$ cat config.mk
export PLATFORM = sky130hd
export DESIGN_NAME = ebi_bridge
export DESIGN_NICKNAME = d
export VERILOG_FILES = /design/src/rtl/ebi_bridge.sv
export SDC_FILE = /design/constraint.sdc
export NUM_CORES = 1
export LEC_CHECK = 0
export CORE_ASPECT_RATIO = 1.1
export CORE_MARGIN = 8
export CORE_UTILIZATION = 32
export DETAILED_ROUTE_END_ITERATION = 12
export PLACE_DENSITY_LB_ADDON = 0.25
export SLEW_MARGIN = 0
export SYNTH_ARGS = -nofsm -noshare
export SYNTH_HDL_FRONTEND = slang
export SYNTH_SLANG_ARGS = --single-unit
$ cat constraint.sdc
create_clock -name clk -period 3.01 [get_ports clk]
set_input_delay 0.7525 -clock clk [delete_from_list [all_inputs] [get_ports clk]]
set_output_delay 0.7525 -clock clk [all_outputs]
set_load 0.02 [all_outputs]
$ cat src/rtl/ebi_bridge.sv
`default_nettype none
// ============================================================================
//  Module   : ebi_bridge
//  Purpose  : Bridge between the MCU external bus (EBI) and the FPGA
//             command/sample FIFOs. Bus strobes are synchronised and
//             edge-qualified. CMD_WORDS bus words are assembled into one
//             command and pushed to the command FIFO. Bus reads of the
//             SAMPLE register pop the sample FIFO. A status register carries
//             the sticky overflow/underflow flags, and a maskable level
//             interrupt is driven from it.
//
//  Ports    : clk, rst (async, active-low)
//             data_in/data_out/addr/rd/wr/cs      - external bus
//             cmd_fifo_data_in/cmd_fifo_wr_en      - command FIFO push side
//             cmd_fifo_* flags                     - command FIFO status
//             sample_fifo_data_out/sample_fifo_rd_en - sample FIFO pop side
//                                                    (first-word-fall-through)
//             sample_fifo_* flags                  - sample FIFO status
//             irq                                  - registered level interrupt
//
//  Address map: 0 STATUS (RO), 1 IRQ_MASK (RW, 11 bits), 2 CLEAR (W1C on
//               STATUS[9:8]), 3 SAMPLE (RO, read pops), 4.. CMD words (WO)
//
//  Revision : 1.0 - initial release
// ============================================================================
module ebi_bridge #(
    parameter int DATA_W      = 16,
    parameter int ADDR_W      = 19,
    parameter int CMD_WORDS   = 4,
    parameter int SYNC_STAGES = 2
) (
    input  logic                        clk,
    input  logic                        rst,
    input  logic [DATA_W-1:0]           data_in,
    output logic [DATA_W-1:0]           data_out,
    input  logic [ADDR_W-1:0]           addr,
    input  logic                        rd,
    input  logic                        wr,
    input  logic                        cs,
    output logic [CMD_WORDS*DATA_W-1:0] cmd_fifo_data_in,
    output logic                        cmd_fifo_wr_en,
    input  logic                        cmd_fifo_almost_full,
    input  logic                        cmd_fifo_full,
    input  logic                        cmd_fifo_almost_empty,
    input  logic                        cmd_fifo_empty,
    input  logic [DATA_W-1:0]           sample_fifo_data_out,
    output logic                        sample_fifo_rd_en,
    input  logic                        sample_fifo_almost_full,
    input  logic                        sample_fifo_full,
    input  logic                        sample_fifo_almost_empty,
    input  logic                        sample_fifo_empty,
    output logic                        irq
);

    typedef enum logic [2:0] {
        IDLE    = 3'd0,
        WRITE   = 3'd1,
        COMMIT  = 3'd2,
        READ    = 3'd3,
        RELEASE = 3'd4
    } state_t;

    state_t r_state;
    state_t w_next;

    // ------------------------------------------------------------------
    // Strobe synchronisers and edge qualification
    // ------------------------------------------------------------------
    logic [SYNC_STAGES-1:0] r_cs_sync;
    logic [SYNC_STAGES-1:0] r_rd_sync;
    logic [SYNC_STAGES-1:0] r_wr_sync;
    logic                   r_wr_lvl_d;
    logic                   r_rd_lvl_d;

    logic w_cs_s, w_rd_s, w_wr_s;
    logic w_wr_lvl, w_rd_lvl;
    logic w_wr_go, w_rd_go;

    assign w_cs_s   = r_cs_sync[SYNC_STAGES-1];
    assign w_rd_s   = r_rd_sync[SYNC_STAGES-1];
    assign w_wr_s   = r_wr_sync[SYNC_STAGES-1];
    assign w_wr_lvl = w_cs_s & w_wr_s;
    assign w_rd_lvl = w_cs_s & w_rd_s;

    // An edge only counts when the opposite strobe is low, so cs&rd&wr
    // together never starts an access. Tracking the raw levels (not the
    // qualified ones) keeps a late-dropping strobe from faking a new edge.
    assign w_wr_go  = w_wr_lvl & ~r_wr_lvl_d & ~w_rd_s;
    assign w_rd_go  = w_rd_lvl & ~r_rd_lvl_d & ~w_wr_s;

    always_ff @(posedge clk or negedge rst) begin
        if (!rst) begin
            r_cs_sync  <= '0;
            r_rd_sync  <= '0;
            r_wr_sync  <= '0;
            r_wr_lvl_d <= 1'b0;
            r_rd_lvl_d <= 1'b0;
        end else begin
            r_cs_sync  <= {r_cs_sync[SYNC_STAGES-2:0], cs};
            r_rd_sync  <= {r_rd_sync[SYNC_STAGES-2:0], rd};
            r_wr_sync  <= {r_wr_sync[SYNC_STAGES-2:0], wr};
            r_wr_lvl_d <= w_wr_lvl;
            r_rd_lvl_d <= w_rd_lvl;
        end
    end

    // ------------------------------------------------------------------
    // Registers and address decode
    // ------------------------------------------------------------------
    logic [ADDR_W-1:0] r_addr;
    logic [DATA_W-1:0] r_data;
    logic [DATA_W-1:0] r_cmd [CMD_WORDS];
    logic [10:0]       r_mask;
    logic              r_ovf;
    logic              r_unf;
    logic              r_partial;
    logic              r_smp_rd_en;

    logic              w_is_mask, w_is_clear, w_is_sample, w_is_status;
    logic              w_is_cmd, w_is_last;
    logic [2:0]        w_cmd_idx;
    logic [DATA_W-1:0] w_status;
    logic [DATA_W-1:0] w_rd_data;
    logic              w_ovf_set, w_ovf_clr, w_unf_set, w_unf_clr;
    logic              w_cmd_push;

    assign w_is_status = (r_addr == ADDR_W'(0));
    assign w_is_mask   = (r_addr == ADDR_W'(1));
    assign w_is_clear  = (r_addr == ADDR_W'(2));
    assign w_is_sample = (r_addr == ADDR_W'(3));
    assign w_is_cmd    = (r_addr >= ADDR_W'(4)) && (r_addr < ADDR_W'(4 + CMD_WORDS));
    // Word index only needs the low bits: CMD_WORDS <= 8 and the range
    // check above already rejects aliases.
    assign w_cmd_idx   = 3'(r_addr[2:0] - 3'd4);
    assign w_is_last   = (w_cmd_idx == 3'(CMD_WORDS - 1));

    always_comb begin
        w_status       = '0;
        w_status[10:0] = {r_partial, r_unf, r_ovf,
                          sample_fifo_full, sample_fifo_almost_full,
                          sample_fifo_almost_empty, sample_fifo_empty,
                          cmd_fifo_full, cmd_fifo_almost_full,
                          cmd_fifo_almost_empty, cmd_fifo_empty};
    end

    always_comb begin
        w_rd_data = '0;
        if (w_is_status) begin
            w_rd_data = w_status;
        end else if (w_is_mask) begin
            w_rd_data[10:0] = r_mask;
        end else if (w_is_sample && !sample_fifo_empty) begin
            w_rd_data = sample_fifo_data_out;
        end
    end

    // Sticky flag events; set takes priority over clear in the update below.
    assign w_ovf_set = (r_state == WRITE) & w_is_cmd & w_is_last & cmd_fifo_full;
    assign w_ovf_clr = (r_state == WRITE) & w_is_clear & r_data[8];
    assign w_unf_set = (r_state == READ) & w_is_sample & sample_fifo_empty;
    assign w_unf_clr = (r_state == WRITE) & w_is_clear & r_data[9];

    // ------------------------------------------------------------------
    // FSM
    // ------------------------------------------------------------------
    always_ff @(posedge clk or negedge rst) begin
        if (!rst) begin
            r_state <= IDLE;
        end else begin
            r_state <= w_next;
        end
    end

    always_comb begin
        w_next     = r_state;
        w_cmd_push = 1'b0;
        case (r_state)
            IDLE: begin
                if (w_wr_go) begin
                    w_next = WRITE;
                end else if (w_rd_go) begin
                    w_next = READ;
                end
            end
            WRITE: begin
                if (w_is_cmd && w_is_last && !cmd_fifo_full) begin
                    w_next = COMMIT;
                end else begin
                    w_next = RELEASE;
                end
            end
            COMMIT: begin
                w_cmd_push = 1'b1;
                w_next     = RELEASE;
            end
            READ: begin
                w_next = RELEASE;
            end
            RELEASE: begin
                if (!w_rd_s && !w_wr_s) begin
                    w_next = IDLE;
                end
            end
            default: begin
                w_next = IDLE;
            end
        endcase
    end

    // ------------------------------------------------------------------
    // Datapath
    // ------------------------------------------------------------------
    always_ff @(posedge clk or negedge rst) begin
        if (!rst) begin
            r_addr      <= '0;
            r_data      <= '0;
            r_mask      <= '0;
            r_ovf       <= 1'b0;
            r_unf       <= 1'b0;
            r_partial   <= 1'b0;
            r_smp_rd_en <= 1'b0;
            data_out    <= '0;
            irq         <= 1'b0;
            for (int k = 0; k < CMD_WORDS; k++) begin
                r_cmd[k] <= '0;
            end
        end else begin
            r_smp_rd_en <= 1'b0;
            irq         <= |(w_status[10:0] & r_mask);
            r_ovf       <= w_ovf_set | (r_ovf & ~w_ovf_clr);
            r_unf       <= w_unf_set | (r_unf & ~w_unf_clr);

            // Bus address/data are captured on the qualified edge cycle.
            if (r_state == IDLE && (w_wr_go || w_rd_go)) begin
                r_addr <= addr;
                r_data <= data_in;
            end

            if (r_state == WRITE) begin
                if (w_is_cmd) begin
                    for (int k = 0; k < CMD_WORDS; k++) begin
                        if (w_cmd_idx == 3'(k)) begin
                            r_cmd[k] <= r_data;
                        end
                    end
                    r_partial <= 1'b1;
                end
                if (w_is_mask) begin
                    r_mask <= r_data[10:0];
                end
            end

            if (r_state == COMMIT) begin
                r_partial <= 1'b0;
            end

            if (r_state == READ) begin
                data_out    <= w_rd_data;
                r_smp_rd_en <= w_is_sample & ~sample_fifo_empty;
            end
        end
    end

    // Word 0 sits in the most significant slice of the command.
    for (genvar k = 0; k < CMD_WORDS; k++) begin : g_cmd_out
        assign cmd_fifo_data_in[(CMD_WORDS-k)*DATA_W-1 -: DATA_W] = r_cmd[k];
    end

    assign cmd_fifo_wr_en    = w_cmd_push;
    assign sample_fifo_rd_en = r_smp_rd_en;

endmodule
`default_nettype wire
==> metrics.md <==
| Metric | Value |
|---|---|
| Status | finished, final reports clean |
| Share of cells above drive strength 1 | 28.5% |
| Vias in the first global route | 4,208 |
| Setup TNS | 0 ns |
| Slowest-stage cell, CP | clkdlybuf4s50_1 |
| Synth warnings | 0 |
| Setup Skew | 0.00886 ns |
| Slew at the pin closest to its max-slew limit | 0.716 ns |
| Reg2Reg Capture Point | cmd_fifo_data_in[56] |
| CTS Root Cell | clkbuf_16 |
| Drt total wl | 15.3 mm |
| Fin. max-slew vios | 0 |
| Netlist cell types | 41 |
| Drt first pass iters | 4 |
| Relative max-transition margin | 51.9% |
| Post-synthesis net count | 466 |
| Area grow syn2layout | 40.4% |
| Core area | 17,700 sq um |
| CTS resizes | 0 |
| Gate Count Post-Synth | 402 |
| RD Place Congestion | 0.774 |
| Critical path class | flip-flop to output pin |
| CP Data Required Time | 2.26 ns |
| Starting Density | 32.7% |
| Total gr overflow | 0 |
| Leak Pwr | 3.61 nW |
| Hold crit path type | input pin to asynchronous set/reset pin |
| Worst R2R Start | r_addr[15] |
| H-tree depth | 4 |
| DIE WIDTH | 144 um |
| Die height | 157 um |
| DRC | 0 |
| Vias post-DR | 3,799 |
| PortBufs | 146 |
| Vias/cell | 4.70 |
| Critical path arrival | 1.89 ns |
| CP top delay family | buffers and inverters |
| Mean area per synthesized cell | 14.4 sq um |
| Clock slew at reported path FFs | 0.06 ns |
| Number of synthesized flops with an enable pin | 0 |
| 1st-iter DRT viols | 178 |
| Asr flop ratio synth | 100% |
| Row count | 51 |
| Post-CTS Hold Fix Bufs | 0 |
| First-pass GRT wire length | 23.8 mm |
| Worst Setup EP | cmd_fifo_wr_en |
| Reg2reg path depth | 5 |
| Die area | 22,600 sq um |
| Total track usage | 14.1% |
| Clock buffer depth | 2 |
| Hold slack | 0.302 ns |
| Post-CTS Setup Inserts | 0 |
| Critical path startpoint category | flip-flop |
| Filler instances | 1,613 |
| Levels on crit path | 2 |
| Main area contributors after synthesis | dfrtp_1, mux2_2, mux2_4 |
| Worst Path Max Fanout | 8 |
| Final hold vios | 0 |
| Area share of the largest cell type after synthesis | 61.5% |
| Final period util | 87.8% |
| Main synth FF type | dfrtp_1 |
| Clk sink count | 142 |
| Clock buffer count from CTS | 17 |
| Hpwl dp | 11.1 mm |
| Worst setup startpoint | r_state[1] |
| CP Cell Sequence | nor3b_1 -> clkdlybuf4s50_1 |
| Routed Antenna Nets | 0 |
| Buf+Inv Stages, Crit Path | 1 |
| Power density cells | 696 nW/um^2 |
| Post-synth top area cell | dfrtp_1 |
| Max-cap violations | 0 |
| CTS tree | done |
| Largest net degree at the start of global routing | 63 |
| Antenna cells | 0 |
| Clock Latency Late Sink | 0.42 ns |
| WL/cell | 18.9 um |
| Crit path capture type | output pin |
| VDD IR-drop max | 0.000338 V |
| Final instance area | 8110 sq um |
| Initial antenna violation count | 0 |
| Fmax | 378 MHz |
| RSZ-0062 raised after global routing | false |
| Synthesized cell area | 5780 sq um |
| Yosys reg bits | 142 |
| Seq/Total Area, Yosys | 61.5% |
| Placed inst area | 7540 sq um |
| R2R setup slack | 0.67 ns |
| Setup Viol. Count Final | 0 |
| I/O pin count | 147 |
| CP peak stage delay | 0.68 ns |
| Final min period | 2.64 ns |
| Fin nets | 623 |
through the flow:
| stage | std cells | power (W) | utilization [%] | setup WS [ns] |
|---|---|---|---|---|
| 2_1_floorplan | 402 | 0.00318 | - | 0.967 |
| 3_3_place_gp | 778 | 0.00364 | 42.7 | 0.677 |
| 3_5_place_dp | 778 | 0.00370 | 42.7 | 0.612 |
| 4_1_cts | 809 | 0.00573 | 45.9 | 0.342 |
| 5_1_grt | 809 | 0.00594 | 45.9 | 0.269 |
| 6_report | 809 | 0.00564 | 45.9 | 0.366 |
worst min path at each step:
stage / start / endpoint / slack (ns) / cells after the start
2_1_floorplan: r_cs_sync[0] / r_cs_sync[1] / 0.33 / 0
6_report: rst / r_addr[18] / 0.30 / 1
4_1_cts: rst / r_addr[18] / 0.34 / 1
3_5_place_dp: r_wr_sync[0] / r_wr_sync[1] / 0.34 / 0
5_1_grt: rst / r_addr[9] / 0.35 / 1
3_3_place_gp: r_wr_sync[0] / r_wr_sync[1] / 0.34 / 0
placed cells by master, fill, tap and decap left out, drive strengths merged, types with 3 or more instances in the layout:
cell type      instances
a22o                   8
dfrtp                142
a21oi                 22
clkinv                 5
and2                   3
nor3                   4
nor3b                  4
nand4                  5
buf                   10
clkdlybuf4s50        145
mux2                 110
nand2                 20
clkbuf                23
nor2b                  3
nor4                   6
nor2                  15
o31ai                 11
inv                   14
per-layer routing:
layer / share of wire [%] / wire (um) / vias up / GRT usage, %
met1: 42 / 6380 / 1905 / 16.6
met5: 0 / 0 / - / 0
li1: - / - / 1765 / -
met3: 7.1 / 1080 / 20 / 4.70
met4: 1.6 / 246 / 0 / 5.36
met2: 50 / 7610 / 109 / 23.4
synthesized netlist by cell type, drive strengths merged, types with 5 or more instances:
master,instances
nor4,6
a21oi,22
inv,13
mux2,110
buf,7
clkbuf,10
o31ai,11
nand2,20
a22o,8
nand4,5
dfrtp,142
nor2,15
final cells by class:
cell class / instances / area (sq um) / area share (%)
Sequential cell: 142 / 3550 / 43.8
Multi-Input combinational cell: 230 / 2100 / 25.9
Timing Repair Buffer: 155 / 1540 / 19.0
Clock buffer: 23 / 488 / 6.02
Tap cell: 238 / 298 / 3.67
Clock inverter: 8 / 82.6 / 1.02
Inverter: 13 / 48.8 / 0.602
cells by family (layout without fill, tap and decap cells):
logic type,count (synthesis),after routing,synth area share [%]
buffers and inverters,30,199,2.51
DFF,142,142,61.5
muxes,111,111,22.2
AOI/OAI and AO/OA,49,49,5.61
and+or+nand+nor,70,70,8.21
power by group:
group / internal [W] / switching, W
registers: 0.00224 / 0.000435
clock network: 0.00122 / 0.000773
logic: 0.000537 / 0.000437
sequential cells by signal (all words and copies together), names as in the netlist:
name               cells
r_partial              1
sample_fifo_rd_en      1
r_rd_sync              2
data_out              16
r_wr_sync              2
r_state                3
r_data                16
r_cs_sync              2
r_ovf                  1
r_addr                19
r_wr_lvl_d             1
r_rd_lvl_d             1
r_unf                  1
r_mask                11
cmd_fifo_data_in      64
irq                    1
Power figures use the tool's default switching activity.
==> edit 1, RTL diff (same settings) <==
Set the parameter `SYNC_STAGES` to 4 (it was 2).
--- a/src/rtl/ebi_bridge.sv
+++ b/src/rtl/ebi_bridge.sv
@@ -29,3 +29,3 @@
     parameter int CMD_WORDS   = 4,
-    parameter int SYNC_STAGES = 2
+    parameter int SYNC_STAGES = 4
 ) (
Formal check against the unedited RTL: not equivalent (Yosys sat finds a counterexample within 10 cycles, from zero or initial values and one cycle with rst low).
==> edit 1 against the unedited design <==
  * Clock skew shrank 0.0012 ns
  * Synthesized area up 0.52%
  * Sequential cell count is 6 higher
  * Wire length hardly changed
  * Worst setup slack gained 0.063 ns
  * Cell area grew 1.4%
  * Synthesized cell count down 0.25%
  * Highest routed layer unchanged
  * Total power decreased by 2.1%
==> edit 1: results (changes against the unedited design) <==
| Metric | Value |
|---|---|
| DP Area | `7600 µm² (+0.80%)` |
| Register area share after synthesis | `63.8% (+2.3 points)` |
| CP max-delay cell | `clkdlybuf4s50_1` |
| Fin Clk Skew | `0.00769 ns (-0.00117 ns)` |
| Total track usage | `14.2% (+0.073 points)` |
| CTS Buffer Depth | `2 (unchanged)` |
| LEAKAGE | `3.66 nW (+1.5%)` |
| Slowest cell delay on critical path | `0.63 ns (-0.05 ns)` |
| Largest net degree at the start of global routing | `75 (+19%)` |
| Initial antenna violation count | `0 (unchanged)` |
| Flop2flop setup slack | `0.81 ns (+0.14 ns)` |
| Worst hold margin | `0.256 ns (-0.0459 ns)` |
| Placed cells | `777 (-0.13%)` |
| Fraction of layout instances using a drive strength above 1 | `27.7% (-0.83 points)` |
| Number of flip-flops in the largest register | `64 (unchanged)` |
| Vias per cell | `4.84 (+3.0%)` |
| Top cells by count, synth | `dfrtp_1, mux2_2, nor2_1` |
| Initial DRC count | `242 (+36%)` |
| Crit Reg-Reg Startpoint | `r_addr[2]` |
| Wire per inst | `19.0 µm (about the same)` |
| FF-to-FF End | `r_mask[8]` |
| Non-filler cells, final | `808 (-0.12%)` |
| GP Congestion | `0.800 (+3.4%)` |
| Synth area leaders | `dfrtp_1, mux2_2, a32o_1, or3_1, a22o_1` |
| Number of gates resized after cts | `0 (unchanged)` |
| DRT Pass-1 Iters | `4 (unchanged)` |
| Dpl ws | `0.800 ns (+0.189 ns)` |
| VDD IR-drop max | `354 µV (+4.6%)` |
| Worst-Margin Slew | `0.601 ns (-0.115 ns)` |
| Synth cell types | `39 (-4.9%)` |
| Crit-path max FO | `6 (-2)` |
| Crit path DAT | `1.83 ns (-0.06 ns)` |
| Post-route cell area | `8220 µm² (+1.4%)` |
| Filler cells | `1,640 (+1.7%)` |
| Vias in the first global route | `4,385 (+4.2%)` |
| Mean Syn Cell Area | `14.5 µm² (+0.77%)` |
| DPL Wire Length | `10,800 µm (-3.1%)` |
| Syn nets | `465 (-0.21%)` |
| Status | `finished, final reports clean` |
| NumNets Final | `622 (-0.16%)` |
| Postcts setup bufs | `0 (unchanged)` |
| First-pass GRT wire length | `24,400 µm (+2.3%)` |
## edit 1: logic make-up (layout without fill, tap and decap cells)
group / count (synthesis) / after routing / share of synthesized area, %
compound gates: 39 / 39 / 5.28
buf+inv: 23 / 192 / 1.72
simple gates: 81 / 81 / 7.93
mux: 110 / 110 / 21.3
flops: 148 / 148 / 63.8
## edit 1: worst max-delay path by stage
| stage | start | to | slack [ns] | cells past startpoint |
|---|---|---|---|---|
| after floorplan | r_addr[16] | data_out[1] | 0.87 | 6 |
| after global placement | r_addr[2] | r_mask[0] | 0.82 | 5 |
| after detailed placement | r_addr[2] | r_mask[8] | 0.80 | 5 |
| after CTS | r_state[2] | cmd_fifo_wr_en | 0.39 | 3 |
| after global routing | r_state[2] | cmd_fifo_wr_en | 0.34 | 3 |
| final | r_state[2] | cmd_fifo_wr_en | 0.43 | 3 |
## edit 1: per-layer routing
metal	part of all wire, %	global-route usage, %	up-vias	wire length (µm)
met5	0	0	-	0
met4	2.3	6.05	0	345
met3	6.8	4.30	23	1040
met2	48	22.5	126	7400
met1	43	17.5	1969	6530
li1	-	-	1791	-
## edit 1: area by class of cell
cell class / instances / area share, %
Clock inverter: 7 / 1.46
Clock buffer: 24 / 6.10
Timing Repair Buffer: 158 / 19.0
Multi-Input combinational cell: 230 / 24.6
Tap cell: 238 / 3.62
Inverter: 3 / 0.137
Sequential cell: 148 / 45.0
## edit 1: report_power, final
part           leakage [nW]  switching [mW]  internal, mW
clock network         0.302           0.794          1.41
registers              1.95           0.354          2.26
logic                  1.41           0.302         0.401
total                  3.66            1.45          4.07
==> edit 2, RTL diff (config.mk and constraints unchanged) <==
Made on the original files. Put one more register stage on the output `irq`, without a reset. The value now appears one clock later. The other outputs are not delayed to match. Comments in the files are not updated.
--- a/src/rtl/ebi_bridge.sv
+++ b/src/rtl/ebi_bridge.sv
@@ -62,2 +62,4 @@
 
+    logic irq_s0;
+
     state_t r_state;
@@ -222,3 +224,3 @@
             data_out    <= '0;
-            irq         <= 1'b0;
+            irq_s0      <= 1'b0;
             for (int k = 0; k < CMD_WORDS; k++) begin
@@ -228,3 +230,3 @@
             r_smp_rd_en <= 1'b0;
-            irq         <= |(w_status[10:0] & r_mask);
+            irq_s0      <= |(w_status[10:0] & r_mask);
             r_ovf       <= w_ovf_set | (r_ovf & ~w_ovf_clr);
@@ -271,2 +273,6 @@
 
+    always_ff @(posedge clk) begin
+        irq <= irq_s0;
+    end
+
 endmodule
Behaviour: not the same (Yosys sat finds a counterexample within 10 cycles, from zero or initial values and one cycle with rst low).
==> edit 2 against the unedited design <==
  * Global-route usage up 0.30 points
  * Total power grew 0.55%
  * Die area is 0.31% higher
  * Fmax up 0.13%
  * Register-to-register slack about the same
  * Cell count is 0.12% higher
  * Via count is 1.1% higher
  * Clock skew up 0.0015 ns
  * Critical path depth unchanged
  * Wire length up 1.5%
  * Worst setup slack gained 0.0034 ns
  * Sequential cell count increased by 1
  * Synthesized area up 0.35%
  * Cell area grew 0.39%
  * Critical path type unchanged
==> edit 2: results (changes against the unedited design) <==
| Metric | Value |
|---|---|
| Status | `finished, final reports clean` |
| Fin Clk Skew | `0.0103 ns (+0.00146 ns)` |
| VDD IR-drop max | `374 µV (+11%)` |
| LEAKAGE | `3.62 nW (+0.23%)` |
| First-pass GRT wire length | `24,500 µm (+3.0%)` |
| Flop2flop setup slack | `0.67 ns (about the same)` |
| Syn nets | `467 (+0.21%)` |
| Final worst slack | `0.369 ns (+0.00340 ns)` |
| Worst-Margin Slew | `0.760 ns (+0.0448 ns)` |
| Wire per inst | `19.2 µm (+1.4%)` |
| Total track usage | `14.4% (+0.30 points)` |
| Vias in the first global route | `4,282 (+1.8%)` |
| Largest net degree at the start of global routing | `57 (-9.5%)` |
| Clock Latency Late Sink | `0.42 ns (about the same)` |
| NumNets Final | `624 (+0.16%)` |
| Synth cell types | `42 (+2.4%)` |
| Root Buffer | `clkbuf_16` |
| GP Congestion | `0.782 (+1.1%)` |
| Synth area leaders | `dfrtp_1, mux2_2, mux2_4, nor4_4, a21oi_1` |
| Crit-path max FO | `6 (-2)` |
| Initial antenna violation count | `0 (unchanged)` |
| DP Area | `7570 µm² (+0.43%)` |
| Dpl ws | `0.651 ns (+0.0398 ns)` |
| Slowest cell delay on critical path | `0.68 ns (about the same)` |
| Via count | `3,839 (+1.1%)` |
| Fraction of layout instances using a drive strength above 1 | `28.3% (-0.22 points)` |
| Initial DRC count | `209 (+17%)` |
| DPL Wire Length | `11,300 µm (+1.7%)` |
| FF-to-FF End | `cmd_fifo_data_in[57]` |
| Top cells by count, synth | `dfrtp_1, mux2_2, a21oi_1` |
| Synth Cell Area | `5800 µm² (+0.35%)` |
| WS Path Type | `flip-flop to output port` |
| Async set or reset register ratio after synthesis | `99.3% (-0.70 points)` |
| Register area share after synthesis | `61.6% (+0.13 points)` |
| Setup TNS | `0 ns (unchanged)` |
| Sw Ratio | `29.3% (+0.099 points)` |
| CTS clk-pin slew, worst paths | `0.06 ns (about the same)` |
| Launch point of the worst path | `r_state[2]` |
edit 2: cell types whose count changed after synthesis:
cell	unedited run	this run
dfxtp_1	0	1
edit 2: worst min path at each step:
stage / cells past startpoint / endpoint / slack (ns)
floorplan: 0 / irq / 0.32
global placement: 0 / irq / 0.33
detailed placement: 0 / irq / 0.34
CTS: 1 / r_addr[2] / 0.17
global route: 1 / r_addr[2] / 0.18
finish: 1 / r_addr[2] / 0.19
edit 2: worst reg2reg max path, delay by kind of cell, from the launching register on:
kind / cells / cell delay (ns)
DFF: 1 / 0.40
and+or+nand+nor: 3 / 1.11
muxes: 1 / 0.39
buffers and inverters: 1 / 0.34
edit 2: layout make-up:
class,instances,area [µm²]
Sequential cell,143,3570
Multi-Input combinational cell,230,2100
Fill cell,1661,9600
Timing Repair Buffer,155,1560
Tap cell,238,298
Clock buffer,24,492
Inverter,13,48.8
Clock inverter,7,77.6
edit 2: stage by stage:
stage	hold slack [ns]	instances
detailed placement	0.336	779
finish	0.185	810
global placement	0.334	779
floorplan	0.324	403
global route	0.180	810
CTS	0.170	810
edit 2: cell families after synthesis:
group | Yosys count | share of synthesized area [%]
compound gates | 49 | 5.59
buf+inv | 30 | 2.50
flops | 143 | 61.6
mux | 111 | 22.1
simple gates | 70 | 8.18
edit 2: power by group through the flow:
stage	Clock [mW]	Combinational, mW	Sequential, mW
floorplan	0	0.564	2.63
finish	2.00	0.967	2.71
CTS	2.06	0.983	2.71
global placement	0	0.964	2.71
global route	2.15	1.05	2.77
detailed placement	0	0.977	2.75
edit 2: routing by layer:
metal	share of wire [%]	GRT usage, %	wire [µm]	up-vias
met3	5.7	3.60	891	23
li1	-	-	-	1762
met5	0	0	0	-
met2	51	24.3	7860	103
met1	42	17.1	6510	1951
met4	1.9	6.15	292	0
